==> src/rtl/pc_alloc_pkg.sv <==
// Shared definitions for fetch-ID allocation.
//   FetchID_t     : fetch ID as seen by the PC file (wraps at NUM_FETCH_IDS)
//   FetchPtr_t    : head/tail pointer, one extra wrap bit to tell full from empty
//   id_dist       : modular distance from a pointer's ID to a given ID
package pc_alloc_pkg;

  localparam int FETCH_ID_BITS = 5;
  localparam int NUM_FETCH_IDS = 2 ** FETCH_ID_BITS;

  typedef logic [FETCH_ID_BITS-1:0] FetchID_t;
  typedef logic [FETCH_ID_BITS:0]   FetchPtr_t;

  // Distance (mod NUM_FETCH_IDS) from the ID addressed by ptr forward to id.
  function automatic FetchID_t id_dist(input FetchID_t id, input FetchPtr_t ptr);
    return FetchID_t'(id - ptr[FETCH_ID_BITS-1:0]);
  endfunction

endpackage

==> src/rtl/fetch_id_alloc.sv <==
// Fetch-ID allocator and PC-file write port driver.
// Circular buffer over 2**ADDR_SIZE IDs: allocate at head, retire at tail on
// commit, roll head back on flush.
//   clk, rst_n         clock / async active-low reset
//   IN_valid, IN_pc    fetch asks for an ID to record IN_pc
//   OUT_ready          an ID is free
//   OUT_fetchID        ID granted this cycle
//   OUT_pcWen/Waddr/Wdata  registered PC-file write
//   IN_commitValid/ID  retire up to and including IN_commitID
//   IN_flush/ID        drop everything younger than IN_flushID
//   OUT_count          IDs allocated (0..2**ADDR_SIZE)
//   OUT_err            sticky: commit/flush named an unallocated ID
module fetch_id_alloc
  import pc_alloc_pkg::*;
#(
  parameter int WORD_SIZE = 31,
  parameter int ADDR_SIZE = FETCH_ID_BITS
) (
  input  logic                 clk,
  input  logic                 rst_n,
  input  logic                 IN_valid,
  input  logic [WORD_SIZE-1:0] IN_pc,
  output logic                 OUT_ready,
  output logic [ADDR_SIZE-1:0] OUT_fetchID,
  output logic                 OUT_pcWen,
  output logic [ADDR_SIZE-1:0] OUT_pcWaddr,
  output logic [WORD_SIZE-1:0] OUT_pcWdata,
  input  logic                 IN_commitValid,
  input  logic [ADDR_SIZE-1:0] IN_commitID,
  input  logic                 IN_flush,
  input  logic [ADDR_SIZE-1:0] IN_flushID,
  output logic [ADDR_SIZE:0]   OUT_count,
  output logic                 OUT_err
);

  localparam logic [ADDR_SIZE:0] PTR_ONE = (ADDR_SIZE+1)'(1);

  logic [ADDR_SIZE:0]   head, tail;
  logic [ADDR_SIZE:0]   head_nxt, tail_nxt;
  logic [ADDR_SIZE:0]   count;
  logic [ADDR_SIZE-1:0] d_commit, d_flush;
  logic                 fire, commit_ok, flush_ok, bad_req;

  assign count       = head - tail;
  // Only count == 2**ADDR_SIZE has the top bit set.
  assign OUT_ready   = ~count[ADDR_SIZE];
  assign OUT_fetchID = head[ADDR_SIZE-1:0];
  assign OUT_count   = count;

  assign fire      = IN_valid && OUT_ready && !IN_flush;
  assign d_commit  = id_dist(IN_commitID, tail);
  assign d_flush   = id_dist(IN_flushID, tail);
  assign commit_ok = IN_commitValid && ({1'b0, d_commit} < count);
  assign flush_ok  = IN_flush && ({1'b0, d_flush} < count);
  assign bad_req   = (IN_commitValid && !commit_ok) || (IN_flush && !flush_ok);

  always_comb begin
    tail_nxt = tail;
    head_nxt = head;
    if (commit_ok)
      tail_nxt = tail + {1'b0, d_commit} + PTR_ONE;
    if (flush_ok) begin
      // A commit that reaches the flush point leaves the buffer empty.
      if (commit_ok && (d_commit >= d_flush))
        head_nxt = tail_nxt;
      else
        head_nxt = tail + {1'b0, d_flush} + PTR_ONE;
    end else if (fire) begin
      head_nxt = head + PTR_ONE;
    end
  end

  always_ff @(posedge clk or negedge rst_n) begin
    if (!rst_n) begin
      head        <= '0;
      tail        <= '0;
      OUT_pcWen   <= 1'b0;
      OUT_pcWaddr <= '0;
      OUT_pcWdata <= '0;
      OUT_err     <= 1'b0;
    end else begin
      head      <= head_nxt;
      tail      <= tail_nxt;
      OUT_pcWen <= fire;
      if (fire) begin
        OUT_pcWaddr <= head[ADDR_SIZE-1:0];
        OUT_pcWdata <= IN_pc;
      end
      if (bad_req)
        OUT_err <= 1'b1;
    end
  end

endmodule

==> config.mk <==
export PLATFORM = sky130hd
export DESIGN_NAME = fetch_id_alloc
export DESIGN_NICKNAME = d
export VERILOG_FILES = /design/src/rtl/pc_alloc_pkg.sv /design/src/rtl/fetch_id_alloc.sv
export SDC_FILE = /design/constraint.sdc
export NUM_CORES = 1
export LEC_CHECK = 0
export ABC_CLOCK_PERIOD_IN_PS = 5040
export BUFFER_PORTS_ARGS = -buffer_cell sky130_fd_sc_hd__buf_2
export CAP_MARGIN = 20
export CORE_UTILIZATION = 56
export CTS_CLUSTER_SIZE = 10
export DETAILED_ROUTE_END_ITERATION = 7
export PLACE_DENSITY = 0.86
export SETUP_SLACK_MARGIN = 0.3
export SLEW_MARGIN = 5
export SYNTH_ARGS = -nofsm -noshare
export SYNTH_HDL_FRONTEND = slang
export SYNTH_SLANG_ARGS = --single-unit
==> constraint.sdc <==
create_clock -name clk -period 5.04 [get_ports clk]
set_input_delay 0.252 -clock clk [delete_from_list [all_inputs] [get_ports clk]]
set_output_delay 0.252 -clock clk [all_outputs]
set_load 0.02 [all_outputs]
# == Word level (Yosys, flattened, before mapping) ==
# Index checks and enable logic that the tools add are counted.
# classes
n_lt_le_gt_ge,3
n_bitwise,1
mux,4
reduce_logical,12
addsub,8
# ops
op,count
6-bit two-way mux,4
6-bit by 1-bit adder with 6-bit output (second input constant),3
6-bit by 5-bit adder with 6-bit output,2
5-bit by 6-bit less-than comparator with 1-bit output,2
5-bit subtractor,2
1-bit logical AND,7
6-bit subtractor,1
5-bit greater-or-equal comparator,1
1-bit zero test,3
2-bit nonzero test,1
1-bit logical OR,1
1-bit NOT,1
# totals
in_bits,46
regBits,50
out_inout_bits,50
elab_cells,34

# == Depth between registers and ports, before layout ==
# Gate-level depths: netlist of run 1.
# depth
depth_word,6
ltp_mapped,15
mapped_depth_nobuf,15

# == Least setup slack after synthesis of run 1 ==
# Ideal clock, no wire load.
# synth_timing
path_kind,register to register
start,register head[0]
end,register head[1]
path_slack_ns,1.714
arrival_ns,3.232
setup_time_ns,0.094
t_required_ns,4.946
path_stages_with_launch,13
n_path_buf,0
path_cell_list,dfrtp_1 > inv_1 > ha_1 > fa_1 > xnor2_1 > inv_1 > ha_1 > a21oi_1 > maj3_2 > a211oi_2 > nor2_2 > mux2_4 > a221oi_2
# synth_via
elab_chain_len,6
word_cells_on_any_way,15
# synth_rtl
item,line_no,rtl
start: declaration,fetch_id_alloc.sv:38,"logic [ADDR_SIZE:0] head, tail;"
start signal: assignment,fetch_id_alloc.sv:82,head <= head_nxt;
6-bit subtractor (*),fetch_id_alloc.sv:44,assign count = head - tail;
net OUT_count[2],fetch_id_alloc.sv:32,"output logic [ADDR_SIZE:0] OUT_count,"
5-bit by 6-bit less-than comparator with 1-bit output,fetch_id_alloc.sv:53,"assign commit_ok = IN_commitValid && ({1'b0, d_commit} < count);"
1-bit logical AND,fetch_id_alloc.sv:53,
6-bit two-way mux / 1-bit logical AND (equally long branches),"fetch_id_alloc.sv:60, fetch_id_alloc.sv:64",
6-bit two-way mux,fetch_id_alloc.sv:64,if (commit_ok && (d_commit >= d_flush))
6-bit two-way mux,fetch_id_alloc.sv:62,if (flush_ok) begin
# The timed path passes the listed nets; every way through them passes the cells marked *. The select of a mux whose other input is x is not followed.
# A chain may end at the register's enable or synchronous reset.

# == Worst setup path after layout of run 1 ==
# layout_timing
start,register tail[1]
end,register head[2]
# layout_via
elab_chain_len,6
word_cells_on_any_way,20
# layout_rtl
item,line_no,rtl
start: declaration,fetch_id_alloc.sv:38,
start signal: assignment,fetch_id_alloc.sv:83,tail <= tail_nxt;
5-bit subtractor / 6-bit subtractor (equally long branches),"pc_alloc_pkg.sv:15, fetch_id_alloc.sv:44",
6-bit by 5-bit adder with 6-bit output / 5-bit by 6-bit less-than comparator with 1-bit output (equally long branches),"fetch_id_alloc.sv:61, fetch_id_alloc.sv:53",
6-bit by 1-bit adder with 6-bit output / 1-bit logical AND (equally long branches),"fetch_id_alloc.sv:61, fetch_id_alloc.sv:53",
6-bit two-way mux / 1-bit logical AND (equally long branches),"fetch_id_alloc.sv:60, fetch_id_alloc.sv:64",
6-bit two-way mux,fetch_id_alloc.sv:64,
6-bit two-way mux,fetch_id_alloc.sv:62,
# Several ways; a longest one is shown, not always the timed one.

==> results.txt, run 1 <==
----------------------------------------------------
[Run status]
  Result of the run ... completed

[Clock network]
  Total clock sinks ... 50
  # H-tree levels ... 2
  Post-CTS Hold Fix Bufs ... 0
  Number of clock buffers inserted by TritonCTS ... 5
  Post-CTS setup buffers ... 0
  Clock root buffer master ... sky130_fd_sc_hd__clkbuf_8
  Clock latency on the worst-skew pair ... 310 ps
  Clock slew at reported path FFs ... 90 ps
  CTS tree ... built
  Buffer levels on the longest clock path ... 2
  Count of cells resized by post-cts repair ... 0

[STA]
  Number of max-slew violations in the final report ... 0
  Setup repair after global routing missed its margin ... no
  Ratio of final minimum period to clock period ... 69.17%
  Achievable clock frequency ... 286.8 MHz
  Worst relative slew slack ... 29.54%
  Actual transition at the worst max-transition pin ... 1054 ps
  Final setup fails ... 0
  Setup TNS ... 0 ps
  Clock skew ... about 12 ps
  Number of failing hold endpoints at the final stage ... 0
  Post-layout minimum cycle time ... 3486 ps

[Final layout]
  Fill cell count ... roughly 400
  Signed area change from the synthesized netlist to the final layout ... 19.86%
  Area of the multi-input gates ... around 1900 sq um
  Register area ... 1251 sq um
  Number of nets in the finished design ... 480
  Share of layout cells above drive strength 1 ... 39.65%
  Antenna fix cells ... 0

[Min path]
  Min-Delay Path Class ... in -> reg

[Setup path]
  Required time of the critical path ... about 5300 ps
  Start-to-end type of the worst setup path ... reg -> reg
  Critical path startpoint category ... flip-flop
  Highest net fanout along the worst path ... 39
  CP Capture Type ... flip-flop
  WP data arrival ... 3710 ps

[Placement]
  Half-perimeter wire length after detailed placement ... 5650 microns
  Final Wtd Congestion ... 0.8755
  Count of port buffers added during placement ... 95

[Logic synthesis]
  Post-synth net total ... 387
  Count of state elements after synthesis ... 50
  Ys async rst share ... 100.0%
  Number of instances in the synthesized netlist ... 302
  Top_reg_cell synth ... sky130_fd_sc_hd__dfrtp_1
  Post-synth EDFFs ... 0
  Sequential element share of the synthesized area ... a little under two fifths
  Cell variety after synth ... 51
  Average cell area after synthesis ... around 11 sq um
  Post-synthesis instance area ... 3296 sq um
  Syn. warnings ... 0

[Global routing]
  Initial antenna violation count ... 0
  Global route overflow ... 0
  Global-route total usage across every layer ... 24.72%
  Largest net degree at the start of global routing ... 51
  First-pass GRT wire length ... ~12,000 microns
  Vias in the first global route ... roughly 2.5k

[Floorplan]
  Initial Utilization ... between 50 and 60%
  Chip Height ... 78.72 microns
  Number of top-level pins ... 96
  Die span in x ... about 80 microns
  Full die area ... just over 6000 sq um
  Rows ... 27
  Core Box Area ... around 5600 sq um

[Detailed routing]
  DRC ... 0
  Post-route antenna net violation count ... 0
  Final wirelength ... roughly 7400 microns
  Wire per inst ... 15.80 microns
  Drt pass-1 iters ... 5
  Via density per instance ... 5.468
  Vias after detailed routing ... 2,559
  Initial detailed-routing violation count ... around 180

[Job]
  Total of max-cap violations ... 0

----------------------------------------------------
==> cells by family after synthesis <==
family          share of synthesized area, %
fa+ha+maj                              16.59
flops                                  37.97
mux                                    14.69
xor+xnor                               5.543
buf+inv                                5.315
compound gates                         12.45
simple gates                           7.442
==> final cells by class <==
type	count	share of cell area [%]
Clock buffer	5	1.742
Clock inverter	3	1.235
Inverter	29	2.756
Multi-Input combinational cell	212	47.51
Sequential cell	50	31.68
Tap cell	72	2.281
Timing Repair Buffer	97	12.80
==> flip-flops by register name, summed over array words and instances, names as in the netlist <==
name / flops
OUT_pcWen: 1
tail: 6
head: 6
OUT_err: 1
OUT_pcWdata: 31
OUT_pcWaddr: 5
==> cell usage in the layout (no fill, tap or decap), types with 4 or more instances in the layout <==
master                     Yosys  final
sky130_fd_sc_hd__dfrtp_1      50     50
sky130_fd_sc_hd__clkbuf_8      0      5
sky130_fd_sc_hd__xor2_1        7      7
sky130_fd_sc_hd__inv_1        28     28
sky130_fd_sc_hd__a21oi_1      17     17
sky130_fd_sc_hd__mux2_2       39     39
sky130_fd_sc_hd__a21o_1        6      6
sky130_fd_sc_hd__buf_2         5     95
sky130_fd_sc_hd__fa_1          5      5
sky130_fd_sc_hd__ha_1         34     34
sky130_fd_sc_hd__a211oi_1      5      5
sky130_fd_sc_hd__nand2b_1      6      6
sky130_fd_sc_hd__o21ai_0      10     10
sky130_fd_sc_hd__o21a_1        4      4
sky130_fd_sc_hd__nor2_1       10      9
sky130_fd_sc_hd__nand2_1      11     11
sky130_fd_sc_hd__xnor2_1      12     12
==> critical path, cell delays in order, from the launching register on <==
cell and delay (ps):
sky130_fd_sc_hd__dfrtp_1 460, sky130_fd_sc_hd__inv_1 230, sky130_fd_sc_hd__ha_1 330, sky130_fd_sc_hd__or2b_1 250, sky130_fd_sc_hd__a21oi_1 220, sky130_fd_sc_hd__o32a_1 190, sky130_fd_sc_hd__nand2_1 280, sky130_fd_sc_hd__nor2_4 920
sky130_fd_sc_hd__nand2_1 170, sky130_fd_sc_hd__xor2_1 180, sky130_fd_sc_hd__mux2i_1 160
==> synth_stat cells (3+ instances only) <==
| library cell | n | area [sq um] |
|---|---|---|
| sky130_fd_sc_hd__nand2b_1 | 6 | 37.54 |
| sky130_fd_sc_hd__a21oi_1 | 17 | 85.08 |
| sky130_fd_sc_hd__a211oi_1 | 5 | 37.54 |
| sky130_fd_sc_hd__fa_1 | 5 | 100.1 |
| sky130_fd_sc_hd__nand3_1 | 3 | 15.01 |
| sky130_fd_sc_hd__mux2i_1 | 3 | 30.03 |
| sky130_fd_sc_hd__nor3_1 | 3 | 15.01 |
| sky130_fd_sc_hd__mux2_2 | 39 | 439.2 |
| sky130_fd_sc_hd__o21ai_0 | 10 | 50.05 |
| sky130_fd_sc_hd__o21a_1 | 4 | 30.03 |
| sky130_fd_sc_hd__ha_1 | 34 | 425.4 |
| sky130_fd_sc_hd__and2_1 | 3 | 18.77 |
| sky130_fd_sc_hd__xor2_1 | 7 | 61.31 |
| sky130_fd_sc_hd__nand2_1 | 11 | 41.29 |
| sky130_fd_sc_hd__dfrtp_1 | 50 | 1251 |
| sky130_fd_sc_hd__buf_4 | 5 | 37.54 |
| sky130_fd_sc_hd__xnor2_1 | 12 | 105.1 |
| sky130_fd_sc_hd__nor2_1 | 10 | 37.54 |
| sky130_fd_sc_hd__buf_2 | 5 | 25.02 |
| sky130_fd_sc_hd__a21o_1 | 6 | 45.04 |
| sky130_fd_sc_hd__inv_1 | 28 | 105.1 |
==> through the flow <==
step | worst slack, ps | utilization [%] | hold WS (ps) | instances | area, sq um
2_1_floorplan | 1714 | - | -43.59 | 302 | 3296
3_3_place_gp | 1686 | 68.22 | 465.1 | 458 | 3802
3_5_place_dp | 1627 | 68.22 | 466.7 | 458 | 3802
4_1_cts | 1576 | 70.33 | 139.7 | 466 | 3920
5_1_grt | 1290 | 70.86 | 157.8 | 468 | 3950
6_report | 1554 | 70.86 | 144.3 | 468 | 3950
==> worst paths after layout <==
check / slack [ps] / end / start / depth (start not counted)
max in group asynchronous: 4140 / OUT_pcWdata[0] / rst_n / 3
max reg2reg: 1550 / head[2] / tail[1] / 10
min in group asynchronous: 390 / OUT_pcWaddr[0] / rst_n / 2
min: 140 / tail[0] / IN_commitID[0] / 2
max: 1550 / head[2] / tail[1] / 10
min reg2reg: 490 / OUT_err / OUT_err / 1
==> layer usage <==
metal  routed length [microns]  up-vias  global-route usage (%)
met3                       462       10                   4.943
li1                          -     1247                       -
met5                         0        -                       0
met1                      3108     1190                   31.30
met2                      3727      112                   42.78
met4                        94        0                   7.037
Power of run 1 is not shown: default switching activity piles up to over one toggle a cycle in this logic, so the estimate is an artifact.
==> run 2, diff against run 1 <==
ABC_AREA = 1   (was not set)
ABC_CLOCK_PERIOD_IN_PS = 3100   (was 5040)
CORE_UTILIZATION = 48   (was 56)
PLACE_DENSITY = 0.78   (was 0.86)
clock period = 3.1 ns   (was 5.04 ns; I/O delays follow)
==> run 2 against run 1 <==
The run now ends with negative setup slack left. Synthesized cell count is 40% higher. Via count is 29% higher. Worst setup slack worse by 1600 ps. Register-to-register slack worse by 1600 ps. Critical path type unchanged. Cell count is 36% higher.
==> results.txt, run 2 <==
----------------------------------------------------
[Run status]
  Result of the run ... finished with violations (was completed)
  Violations in the final reports ... negative setup slack

[Min path]
  Min-Delay Path Class ... in -> reg (unchanged)

[Logic synthesis]
  Post-synth EDFFs ... 0 (unchanged)
  Ys async rst share ... 100.0% (unchanged)
  Leading area contributor after synthesis ... sky130_fd_sc_hd__dfrtp_1 (unchanged)
  Post-synthesis instance area ... 3401 sq um (was 3296 sq um)
  Count of state elements after synthesis ... 50 (unchanged)
  Sequential element share of the synthesized area ... 36.79% (was 37.97%)
  Share of Yosys cell area claimed by the top area cell type ... 36.79% (was 37.97%)
  Number of instances in the synthesized netlist ... 423 (was 302)
  Library cell with the highest instance count after synthesis ... sky130_fd_sc_hd__nand2_1 (was sky130_fd_sc_hd__dfrtp_1)
  Average cell area after synthesis ... 8.040 sq um (was 10.91 sq um)
  Top cells by area, synth ... sky130_fd_sc_hd__dfrtp_1 37%, sky130_fd_sc_hd__nand2_1 17%, sky130_fd_sc_hd__ha_1 13% (was sky130_fd_sc_hd__dfrtp_1 38%, sky130_fd_sc_hd__mux2_2 13%, sky130_fd_sc_hd__ha_1 13%)
  Top_reg_cell synth ... sky130_fd_sc_hd__dfrtp_1 (unchanged)
  Syn. warnings ... 0 (unchanged)
  Top cells by instance count after synthesis ... 156 x sky130_fd_sc_hd__nand2_1, 50 x sky130_fd_sc_hd__dfrtp_1, 48 x sky130_fd_sc_hd__inv_1 (was 50 x sky130_fd_sc_hd__dfrtp_1, 39 x sky130_fd_sc_hd__mux2_2, 34 x sky130_fd_sc_hd__ha_1)
  Cell variety after synth ... 33 (was 51)
  Post-synth net total ... 508 (was 387)

[Final layout]
  Largest registers ... OUT_pcWdata x31, head x6, tail x6 (unchanged)
  Share of layout cells above drive strength 1 ... 34.81% (was 39.65%)
  Final standard cell area without fillers ... 4454 sq um (was 3950 sq um)
  Fill cell count ... 561 (was 399)
  Number of flip-flops in the largest register ... 31 (unchanged)
  Signed area change from the synthesized netlist to the final layout ... 30.98% (was 19.86%)
  Number of nets in the finished design ... 624 (was 480)
  Antenna fix cells ... 0 (unchanged)
  Register bank with the most flops ... OUT_pcWdata (unchanged)
  Most common cell after layout, fill and taps aside ... sky130_fd_sc_hd__nand2_1 (was sky130_fd_sc_hd__buf_2)
  Most used cells in the layout excluding fill and tap cells ... 150 x sky130_fd_sc_hd__nand2_1, 95 x sky130_fd_sc_hd__buf_2, 48 x sky130_fd_sc_hd__dfrtp_1 (was 95 x sky130_fd_sc_hd__buf_2, 50 x sky130_fd_sc_hd__dfrtp_1, 39 x sky130_fd_sc_hd__mux2_2)

[Setup path]
  Required time of the critical path ... 3310 ps (was 5260 ps)
  Dominant delay contributor by cell family on the critical path ... compound AO/OA/AOI/OAI gates (was simple AND/OR/NAND/NOR gates)
  CP peak stage delay ... 440 ps (was 920 ps)
  CP Capture Type ... flip-flop (unchanged)
  WP data arrival ... 3350 ps (was 3710 ps)
  Critical path startpoint category ... flip-flop (unchanged)
  Most used cell along the critical path ... sky130_fd_sc_hd__nand2_1 (unchanged)
  Critical Path, Cell by Cell ... inv_1 -> ha_1 -> a21oi_1 -> nand2_2 -> xor2_4 -> ha_4 -> nand2_2 -> inv_2 -> nand3_2 -> o211ai_1 -> a21o_1 -> inv_2 -> nor2_4 -> nand2_1 -> nand2_1 -> nand2_1 -> nand2_1 -> nand2_1 (was inv_1 -> ha_1 -> or2b_1 -> a21oi_1 -> o32a_1 -> nand2_1 -> nor2_4 -> nand2_1 -> xor2_1 -> mux2i_1)
  Start-to-end type of the worst setup path ... reg -> reg (unchanged)
  Worst-case register-to-register setup slack ... -40 ps (was 1550 ps)
  Highest net fanout along the worst path ... 4 (was 39)
  Slowest stage cell, crit path ... sky130_fd_sc_hd__dfrtp_1 (was sky130_fd_sc_hd__nor2_4)
  CP Buf/Inv Count ... 3 (was 1)

[STA]
  Final setup fails ... 5 (was 0)
  Final Worst Setup Slack ... -42.00 ps (was 1554 ps)
  Actual transition at the worst max-transition pin ... 509.8 ps (was 1054 ps)
  Post-layout minimum cycle time ... 3142 ps (was 3486 ps)
  Setup TNS ... -81.70 ps (was 0 ps)
  Ratio of final minimum period to clock period ... 101.4% (was 69.17%)
  Clock skew ... 11.62 ps (was 11.80 ps)
  Number of failing hold endpoints at the final stage ... 0 (unchanged)
  Worst relative slew slack ... 66.01% (was 29.54%)
  Setup repair after global routing missed its margin ... yes (was no)
  Number of max-slew violations in the final report ... 0 (unchanged)
  Achievable clock frequency ... 318.3 MHz (was 286.8 MHz)

[Global routing]
  Global-route total usage across every layer ... 24.13% (was 24.72%)
  Global route overflow ... 0 (unchanged)
  First-pass GRT wire length ... 14,060 microns (was 11,810 microns)
  Largest net degree at the start of global routing ... 47 (was 51)
  Initial antenna violation count ... 0 (unchanged)
  Vias in the first global route ... 3,019 (was 2,534)

[Clock network]
  Clock root buffer master ... sky130_fd_sc_hd__clkbuf_8 (unchanged)
  Buffer levels on the longest clock path ... 2 (unchanged)
  Clock latency on the worst-skew pair ... 300 ps (was 310 ps)
  Total clock sinks ... 50 (unchanged)
  CTS tree ... built (unchanged)
  Clock slew at reported path FFs ... 100 ps (was 90 ps)
  Number of clock buffers inserted by TritonCTS ... 5 (unchanged)
  # H-tree levels ... 2 (unchanged)

[Detailed routing]
  Drt pass-1 iters ... 5 (unchanged)
  Vias after detailed routing ... 3,311 (was 2,559)
  Wire per inst ... 14.82 microns (was 15.80 microns)
  Initial detailed-routing violation count ... 262 (was 179)
  Post-route antenna net violation count ... 0 (unchanged)
  Via density per instance ... 5.206 (was 5.468)
  DRC ... 0 (unchanged)
  Final wirelength ... 9426 microns (was 7393 microns)

[Floorplan]
  Chip Height ... 86.17 microns (was 78.72 microns)
  Full die area ... 7425 sq um (was 6196 sq um)
  Initial Utilization ... 49.78% (was 59.12%)
  Number of top-level pins ... 96 (unchanged)
  Die span in x ... 86.17 microns (was 78.72 microns)
  Rows ... 30 (was 27)
  Core Box Area ... 6832 sq um (was 5574 sq um)

[Placement]
  Cell area after placement ... 3985 sq um (was 3802 sq um)
  Half-perimeter wire length after detailed placement ... 6421 microns (was 5650 microns)
  Final Wtd Congestion ... 0.9320 (was 0.8755)
  Worst slack, placed ... 41.94 ps (was 1627 ps)
  Count of port buffers added during placement ... 95 (unchanged)

[Job]
  Total of max-cap violations ... 0 (unchanged)

----------------------------------------------------
-- run 2: routing by layer --
| layer | wire length, microns | GRT usage, % | vias up |
|---|---|---|---|
| met5 | 0 | 0 | - |
| met2 | 4706 | 43.22 | 146 |
| met1 | 3834 | 29.94 | 1554 |
| li1 | - | - | 1566 |
| met3 | 479 | 4.190 | 45 |
| met4 | 404 | 6.667 | 0 |
-- run 2: logic make-up (layout without fill, tap and decap cells) --
| family | count (synthesis) | count (layout) | share of synthesized area, % |
|---|---|---|---|
| DFF | 50 | 50 | 36.79 |
| xor gates and xnor gates | 22 | 22 | 5.887 |
| buffers and inverters | 62 | 178 | 8.094 |
| AOI/OAI and AO/OA | 49 | 49 | 8.021 |
| and+or+nand+nor | 201 | 202 | 25.75 |
| adders and majority gates | 39 | 39 | 15.45 |
-- run 2: final cells by class --
class	instances	area (sq um)	area share (%)
tap	96	120.1	2.697
inverter	49	186.4	4.185
clock inverter	3	43.79	0.9831
sequential	50	1254	28.15
clock buffer	5	68.82	1.545
timing repair buffer	121	696.9	15.65
multi-input combinational	312	2085	46.80
-- run 2: worst register-to-register path: cells and delay by family, from the launching register on --
family                   cells  cell delay [ps]
AO/OA/AOI/OAI                3              790
XOR/XNOR                     1              190
adder cells (fa/ha/maj)      2              630
buffers and inverters        3              360
flip-flops                   1              440
AND/OR/NAND/NOR              9              650
-- run 2: worst paths after layout --
check                           from              end  cells past startpoint
setup / recovery             tail[3]          head[3]                     18
hold / removal             IN_pc[29]  OUT_pcWdata[29]                      3
setup reg to reg             tail[3]          head[3]                     18
hold reg to reg              OUT_err          OUT_err                      2
max in group asynchronous      rst_n          tail[0]                      3
min in group asynchronous      rst_n   OUT_pcWaddr[2]                      2
-- run 2: stage by stage --
stage / utilization, % / cells / hold WS (ps)
after global routing: 65.20 / 636 / 29.47
after detailed placement: 58.33 / 609 / 147.8
final: 65.20 / 636 / 34.48
after CTS: 62.29 / 627 / 30.29
after global placement: 58.33 / 609 / 143.9
after floorplan: - / 423 / -140.6
-- run 2: repair_timing --
item	4_1_cts	5_1_grt
hold buffers	1	0
resized for setup	23	29
endpoints found under the hold margin	21	0
setup buffers	8	9
setup endpoints to repair	6	11
pin swaps	8	20
cloned	1	0
Power of run 2 is left out for the same reason.
